===== src/rtl/vga_controller.sv =====
// vga_controller: 640x480 @ 60 Hz VGA timing generator that renders a snake
// grid (16x16 pixel cells) from a per-frame snapshot of the segment and food
// coordinates.
//
// Ports:
//   Clock       system clock, all logic on its rising edge
//   ResetN      synchronous active-low reset
//   packSnakeY  segment rows, bit (h*YB+k) is bit k of segment h's row
//   packSnakeX  segment columns, bit (h*XB+k) is bit k of segment h's column
//   foodY/X     food cell row / column
//   RGB         RRRGGGBB colour, RGB[0] is the red MSB
//   HSync       horizontal sync, active low
//   VSync       vertical sync, active low
module vga_controller #(
  parameter int GRID_WIDTH  = 40,
  parameter int GRID_HEIGHT = 30,
  parameter int NUM_PIECES  = 16,
  parameter int PIX_DIV     = 4,
  localparam int XB = $clog2(GRID_WIDTH),
  localparam int YB = $clog2(GRID_HEIGHT)
) (
  input  logic                       Clock,
  input  logic                       ResetN,
  input  logic [0:NUM_PIECES*YB-1]   packSnakeY,
  input  logic [0:NUM_PIECES*XB-1]   packSnakeX,
  input  logic [YB-1:0]              foodY,
  input  logic [XB-1:0]              foodX,
  output logic [0:7]                 RGB,
  output logic                       HSync,
  output logic                       VSync
);

  localparam int DW = (PIX_DIV > 1) ? $clog2(PIX_DIV) : 1;
  localparam logic [9:0] LAST_COL = 10'(GRID_WIDTH - 1);
  localparam logic [9:0] LAST_ROW = 10'(GRID_HEIGHT - 1);

  logic [DW-1:0] div_q, div_d;
  logic          pix_en;
  logic [9:0]    hc_q, hc_d;
  logic [9:0]    vc_q, vc_d;
  logic [7:0]    rgb_q, rgb_d;
  logic          hs_q, hs_d;
  logic          vs_q, vs_d;

  logic [NUM_PIECES-1:0][XB-1:0] seg_x_in, snap_x_q;
  logic [NUM_PIECES-1:0][YB-1:0] seg_y_in, snap_y_q;
  logic [XB-1:0]                 snap_fx_q;
  logic [YB-1:0]                 snap_fy_q;
  logic                          snap_en;

  logic [9:0] col, row;
  logic       visible, snake_hit, food_hit, border_hit;

  // Unpack the ascending-indexed input buses into per-segment fields.
  always_comb begin
    seg_x_in = '0;
    seg_y_in = '0;
    for (int h = 0; h < NUM_PIECES; h++) begin
      for (int k = 0; k < XB; k++) seg_x_in[h][k] = packSnakeX[h*XB+k];
      for (int k = 0; k < YB; k++) seg_y_in[h][k] = packSnakeY[h*YB+k];
    end
  end

  always_comb begin
    pix_en = (div_q == DW'(PIX_DIV - 1));
    div_d  = pix_en ? '0 : div_q + DW'(1);
    hc_d   = (hc_q == 10'd799) ? 10'd0 : hc_q + 10'd1;
    vc_d   = vc_q;
    if (hc_q == 10'd799) vc_d = (vc_q == 10'd524) ? 10'd0 : vc_q + 10'd1;
    // Latch at the start of vertical blanking so the whole next frame
    // renders from one consistent set of coordinates.
    snap_en = (hc_q == 10'd0) && (vc_q == 10'd480);
  end

  // Colour for the pixel currently addressed by hc_q/vc_q; registered below
  // together with the syncs so all three leave with the same latency.
  always_comb begin
    col        = {4'b0, hc_q[9:4]};
    row        = {4'b0, vc_q[9:4]};
    visible    = (hc_q < 10'd640) && (vc_q < 10'd480);
    snake_hit  = 1'b0;
    for (int h = 0; h < NUM_PIECES; h++) begin
      // A slot at (0,0) is an unused segment.
      if (((|snap_x_q[h]) || (|snap_y_q[h])) &&
          (10'(snap_x_q[h]) == col) && (10'(snap_y_q[h]) == row))
        snake_hit = 1'b1;
    end
    food_hit   = (10'(snap_fx_q) == col) && (10'(snap_fy_q) == row);
    border_hit = (col == 10'd0) || (row == 10'd0) ||
                 (col == LAST_COL) || (row == LAST_ROW);
    rgb_d = 8'b000_000_00;
    if (visible) begin
      if (snake_hit)       rgb_d = 8'b000_111_00;
      else if (food_hit)   rgb_d = 8'b111_000_00;
      else if (border_hit) rgb_d = 8'b111_111_11;
    end
    hs_d = !((hc_q >= 10'd656) && (hc_q <= 10'd751));
    vs_d = !((vc_q >= 10'd490) && (vc_q <= 10'd491));
  end

  always_ff @(posedge Clock) begin
    if (!ResetN) begin
      div_q     <= '0;
      hc_q      <= '0;
      vc_q      <= '0;
      rgb_q     <= '0;
      hs_q      <= 1'b1;
      vs_q      <= 1'b1;
      snap_x_q  <= '0;
      snap_y_q  <= '0;
      snap_fx_q <= '0;
      snap_fy_q <= '0;
    end else begin
      div_q <= div_d;
      if (pix_en) begin
        hc_q  <= hc_d;
        vc_q  <= vc_d;
        rgb_q <= rgb_d;
        hs_q  <= hs_d;
        vs_q  <= vs_d;
        if (snap_en) begin
          snap_x_q  <= seg_x_in;
          snap_y_q  <= seg_y_in;
          snap_fx_q <= foodX;
          snap_fy_q <= foodY;
        end
      end
    end
  end

  assign RGB   = rgb_q;
  assign HSync = hs_q;
  assign VSync = vs_q;

endmodule


===== config.mk =====
export PLATFORM = sky130hd
export DESIGN_NAME = vga_controller
export DESIGN_NICKNAME = d
export VERILOG_FILES = /design/src/rtl/vga_controller.sv
export SDC_FILE = /design/constraint.sdc
export NUM_CORES = 1
export LEC_CHECK = 0
export ABC_AREA = 1
export CAP_MARGIN = 30
export CORE_UTILIZATION = 58
export DETAILED_ROUTE_END_ITERATION = 12
export MAX_ROUTING_LAYER = met4
export PLACE_DENSITY = 0.86
export SYNTH_ARGS = -nofsm -noshare
export SYNTH_HDL_FRONTEND = slang
export SYNTH_SLANG_ARGS = --single-unit

===== constraint.sdc =====
create_clock -name Clock -period 3.44 [get_ports Clock]
set_input_delay 0.516 -clock Clock [delete_from_list [all_inputs] [get_ports Clock]]
set_output_delay 0.516 -clock Clock [all_outputs]
set_load 0.01 [all_outputs]

* After elaboration in Yosys (flattened, before gate mapping)
Index checks and enable logic that the tools add are counted.
** Storage, ports and cells
- Bits in registers :: 219
- Output and inout bits :: 10
- Logic and storage cells :: 208
** Cells by class
- Add/subtract/negate cells :: 3
- $lt $le $gt $ge :: 6
- Equality and inequality tests :: 40
- Multiplexer cells :: 22
- Bitwise logic cells :: 1
- Reductions and logical operators :: 96
** Operators with widths (number)
- $eq A5 B6 Y1 :: 17
- $eq A6 B6 Y1 :: 17
- $reduce_or A6 Y1 :: 16
- $reduce_or A5 Y1 :: 16
- $logic_and A1 B1 Y1 :: 37
- $mux W8 :: 4
- $add A10 B1 Y10 const B :: 2
- $eq A10 B10 Y1 const B :: 2
- $mux W10 :: 2
- $logic_or A1 B1 Y1 :: 19
- $mux W1 :: 16
- $logic_not A6 Y1 :: 2
- $eq A10 B9 Y1 const B :: 1
- $ge A10 B10 Y1 const B :: 1
- $ge A10 B9 Y1 const B :: 1
- $le A10 B10 Y1 const B :: 1
- $le A10 B9 Y1 const B :: 1
- $logic_not A10 Y1 :: 1
- $lt A10 B10 Y1 const B :: 1
- $lt A10 B9 Y1 const B :: 1
- $eq A6 B5 Y1 const B :: 1
- $eq A6 B6 Y1 const B :: 1
- $reduce_and A2 Y1 :: 2
- $add A2 B1 Y2 const B :: 1
- 4 further kinds :: 5

* Depth between registers and ports, before layout
- Word-level depth :: 22
- Depth in mapped cells :: 16
- Mapped depth without buffers :: 14

* Worst setup path after synthesis
No wires, ideal clock.
- Path type :: register to register
- From :: register div_q[0]
- To :: register snap_x_q[42] in the netlist's numbering
- Setup time :: 0.147 ns
- Arrival time :: 1.874 ns
- Slack :: 1.419 ns
- Stages on the path, launching flop included :: 11
- Buffers on the path :: 2
- Path through :: dfxtp_1 > ha_1 > inv_2 > nor4_2 > nand4_1 > nor3b_4 > inv_2 > buf_2 > buf_2 > nor2_1 > a211oi_2
** On the way
- Cells in the longest elaborated chain, start to end :: 2
** Ends and longest elaborated chain
- start: declaration :: RTL line 37 : logic [DW-1:0] div_q, div_d;
- start signal: assignment :: RTL line 114 : div_q <= div_d;
- $eq A2 B2 Y1 :: RTL line 65 : pix_en = (div_q == DW'(PIX_DIV - 1));
- $reduce_and A2 Y1 (no line)
- end signal: assignment :: RTL line 122 : snap_x_q <= seg_x_in;
- end: declaration :: RTL line 45 : logic [NUM_PIECES-1:0][XB-1:0] seg_x_in, snap_x_q;
No other way between the ends.
A chain may end at the register's enable or synchronous reset.

* Final worst setup path
- From :: register vc_q[6]
- To :: register snap_x_q[29] in the netlist's numbering
** On the way
- Cells in the longest elaborated chain, start to end :: 3
** Ends and longest elaborated chain
- start: declaration :: RTL line 40 : logic [9:0] vc_q, vc_d;
- start signal: assignment :: RTL line 117 : vc_q <= vc_d;
- $eq A10 B9 Y1 :: RTL line 72 : snap_en = (hc_q == 10'd0) && (vc_q == 10'd480);
- $logic_and A1 B1 Y1 :: RTL line 72
- $reduce_and A2 Y1 (no line)
No other way between the ends.

==> reports/metrics.csv <==
stage,metric,value,unit
power_and_ir_drop,p_leak,6.21,nW
sta,rsz0062_at_grt,no,
finish,fillers,1519,
die,initial_utilization,59.8,%
grt,antenna_found_initial,0,
clock_network,cts_hold_buf,0,
sta,skew,0.00691,ns
die,die_area,0.0209,mm²
synthesis,syn_inst,1685,
sta,hold_slack,0.420,ns
power_and_ir_drop,power_density,378,mW/mm²
die,ios,199,
synthesis,yosys_warnings,0,
run_status,status,finished clean,
route,ant_nets,0,
clock_network,cts.path.max_buffers,3,
route,dr_total_vias,11900,
sta,setup_viol,0,
clock_network,tritoncts,yes,
route,drt_wl_total,37100,µm
clock_network,clk_pin_slew_worst_paths,0.06,ns
hold_path,hold_path.startpoint,div_q[0],
worst_setup_path,worstSetupPathType,flop to flop,
synthesis,syn_area,0.0118,mm²
worst_setup_path,crit_required,3.89,ns
finish,seqCellArea,0.00428,mm²
die,die_h,144,µm
finish,fin_nets,2031,
clock_network,clk_latency,0.52,ns
worst_setup_path,cp_max_fo,70,
placement,dp_slack,0.739,ns
route,wl_per_cell,17.5,µm
finish,areaGrowthSynthToFinish,24.4,%
clock_network,post-cts-setup-buffer-count,0,
route,drtIter0Drc,1287,
worst_setup_path,reg2reg_setup_slack,0.59,ns
power_and_ir_drop,total_power,0.00552,W
grt,grt-ovfl-total,0,
placement,portBuffers,198,
sta,hold_violations,0,
grt,grt_max_degree,100,
sta,finalCriticalPeriod,2.85,ns
sta,setup_slack,0.587,ns
sta,fin_crit_sh,82.9,%
worst_setup_path,cp-start-kind,flop,
finish,drive_gt1_share,9.82,%
synthesis,synthDistinctLibCells,31,
grt,gr-usage-all-layers,36.6,%
sta,tightest_slew,0.838,ns
worst_setup_path,arrival,3.30,ns
worst_setup_path,rr_startpoint,vc_q[6],
placement,globalplace.congestion,0.996,
finish,multi_input_area,0.00640,mm²
sta,max_freq,351,MHz
die,die_w,144,µm
job,max-cap-violations,0,
hold_path,hp-class,flop to flop,
worst_setup_path,end_kind,flop,
worst_setup_path,crit_start,vc_q[6],
sta,drv_slew,0,
die,num_rows,51,
finish,n_antenna_cell,0,
sta,finalSetupTns,0,ns
synthesis,synth_fp_nets,1879,
clock_network,cts_buffers,24,
hold_path,min_to,div_q[0],
synthesis,ys_seq_area_share,36.4,%
synthesis,synth_seq_cells,214,
worst_setup_path,r2r_cells,8,
clock_network,cts_sinks,214,
power_and_ir_drop,ir_drop,0.000277,V
die,coreArea,0.0197,mm²
hold_path,whs_path_depth,1,
grt,grt_pass1_wl,57200,µm
route,drc,0,
clock_network,cts_resized,0,
clock_network,htreeDepth,1,
clock_network,cts_root_buf,clkbuf_16,
grt,grt_pass1_vias,11200,
route,firstDrtPassIters,6,
route,via_per_inst,5.64,
sta,slew_headroom,44.1,%
worst_setup_path,rr_endpoint,snap_x_q[29],
placement,hpwlAfterDp,24800,µm
synthesis,avgSynthCellArea,6.98,µm²
-- sequential cells by signal, summed over array words and instances, names as in the netlist --
signal     flops
hc_q          10
snap_x_q      96
RGB            3
div_q          2
VSync          1
snap_y_q      80
HSync          1
vc_q          10
snap_fx_q      6
snap_fy_q      5
-- worst max path at each step --
stage | to | slack [ns] | cells past startpoint
after detailed placement | snap_x_q[29] | 0.74 | 8
after CTS | snap_x_q[29] | 0.68 | 8
after floorplan | snap_x_q[42] | 1.42 | 10
after global placement | snap_x_q[45] | 0.81 | 9
after global routing | snap_y_q[39] | 0.44 | 8
final | snap_x_q[29] | 0.59 | 8
-- worst max-delay path, cell delays in order (launching register included) --
cell and delay (ns):
dfxtp_1 0.76, nand2_1 0.22, nor2_4 0.14, inv_1 0.07
nor3_2 0.21, nor3b_4 0.36, buf_4 0.65, o21ai_0 0.21
nor2_1 0.15
-- per-layer routing --
layer	wire length (µm)	vias to the layer above	global-route usage [%]
met5	0	-	-
met2	16700	705	57.1
met3	3780	151	5.89
li1	-	5639	-
met4	1770	0	17.0
met1	14900	5452	46.2
-- cells in the mapped netlist, drive strengths merged --
cell    number  area share, %
o21a         1          0.064
inv        149            4.8
a21oi       11           0.47
and2         1          0.053
o21ai       83            3.5
buf         53            3.0
a221oi       1          0.074
xnor2       61            4.5
nor2       484             16
ha           5           0.53
xor2        21            1.6
clkinv       2          0.064
dfxtp      214             36
nand3       71            3.0
nand2      321             10
nor4         3           0.21
nor3        12           0.55
nand4       24            1.3
a211oi     118             12
clkbuf      43            1.4
a31oi        2           0.11
nor3b        5           0.41
-- layout by cell type, fill, tap and decap left out, types with 2 or more instances in the layout --
cell,instances
nor3_1,11
o21ai_0,83
nand3_1,71
a211oi_2,110
clkbuf_1,4
xnor2_1,61
nor2_1,483
xor2_1,21
nor4_1,2
clkbuf_8,10
ha_1,5
dfxtp_1,214
nor3b_1,4
clkdlybuf4s50_1,197
buf_12,3
a31oi_1,2
a21oi_1,11
a211oi_1,8
nand4_1,24
buf_4,21
clkbuf_16,25
inv_1,146
nand2_1,321
bufinv_16,2
inv_2,2
clkinv_2,2
-- metrics by stage --
step	area [µm²]	util, %	std cells
2_1_floorplan	11800	-	1685
3_3_place_gp	13800	70.1	2076
3_5_place_dp	13800	70.1	2076
4_1_cts	14600	74.5	2119
5_1_grt	14600	74.5	2119
6_report	14600	74.5	2119
-- layout make-up --
type | instances | area share (%)
Clock buffer | 39 | 5.32
Clock inverter | 4 | 0.479
Inverter | 151 | 3.96
Multi-Input combinational cell | 1224 | 43.7
Sequential cell | 214 | 29.3
Tap cell | 265 | 2.27
Timing Repair Buffer | 222 | 15.0
-- where the power goes --
group / internal, W / switching (W)
logic: 0.000201 / 0.000106
registers: 0.00248 / 0.00000332
clock network: 0.00169 / 0.00105
total: 0.00437 / 0.00116
-- kinds of logic after synthesis --
group                      count (synthesis)  synth area share (%)
AOI/OAI and AO/OA                        216                  16.5
xor gates and xnor gates                  82                  6.11
adders and majority gates                  5                 0.532
buffers and inverters                    247                  9.20
DFF                                      214                  36.4
and+or+nand+nor                          921                  31.3
Note: power is estimated with default switching activity, not from simulation.
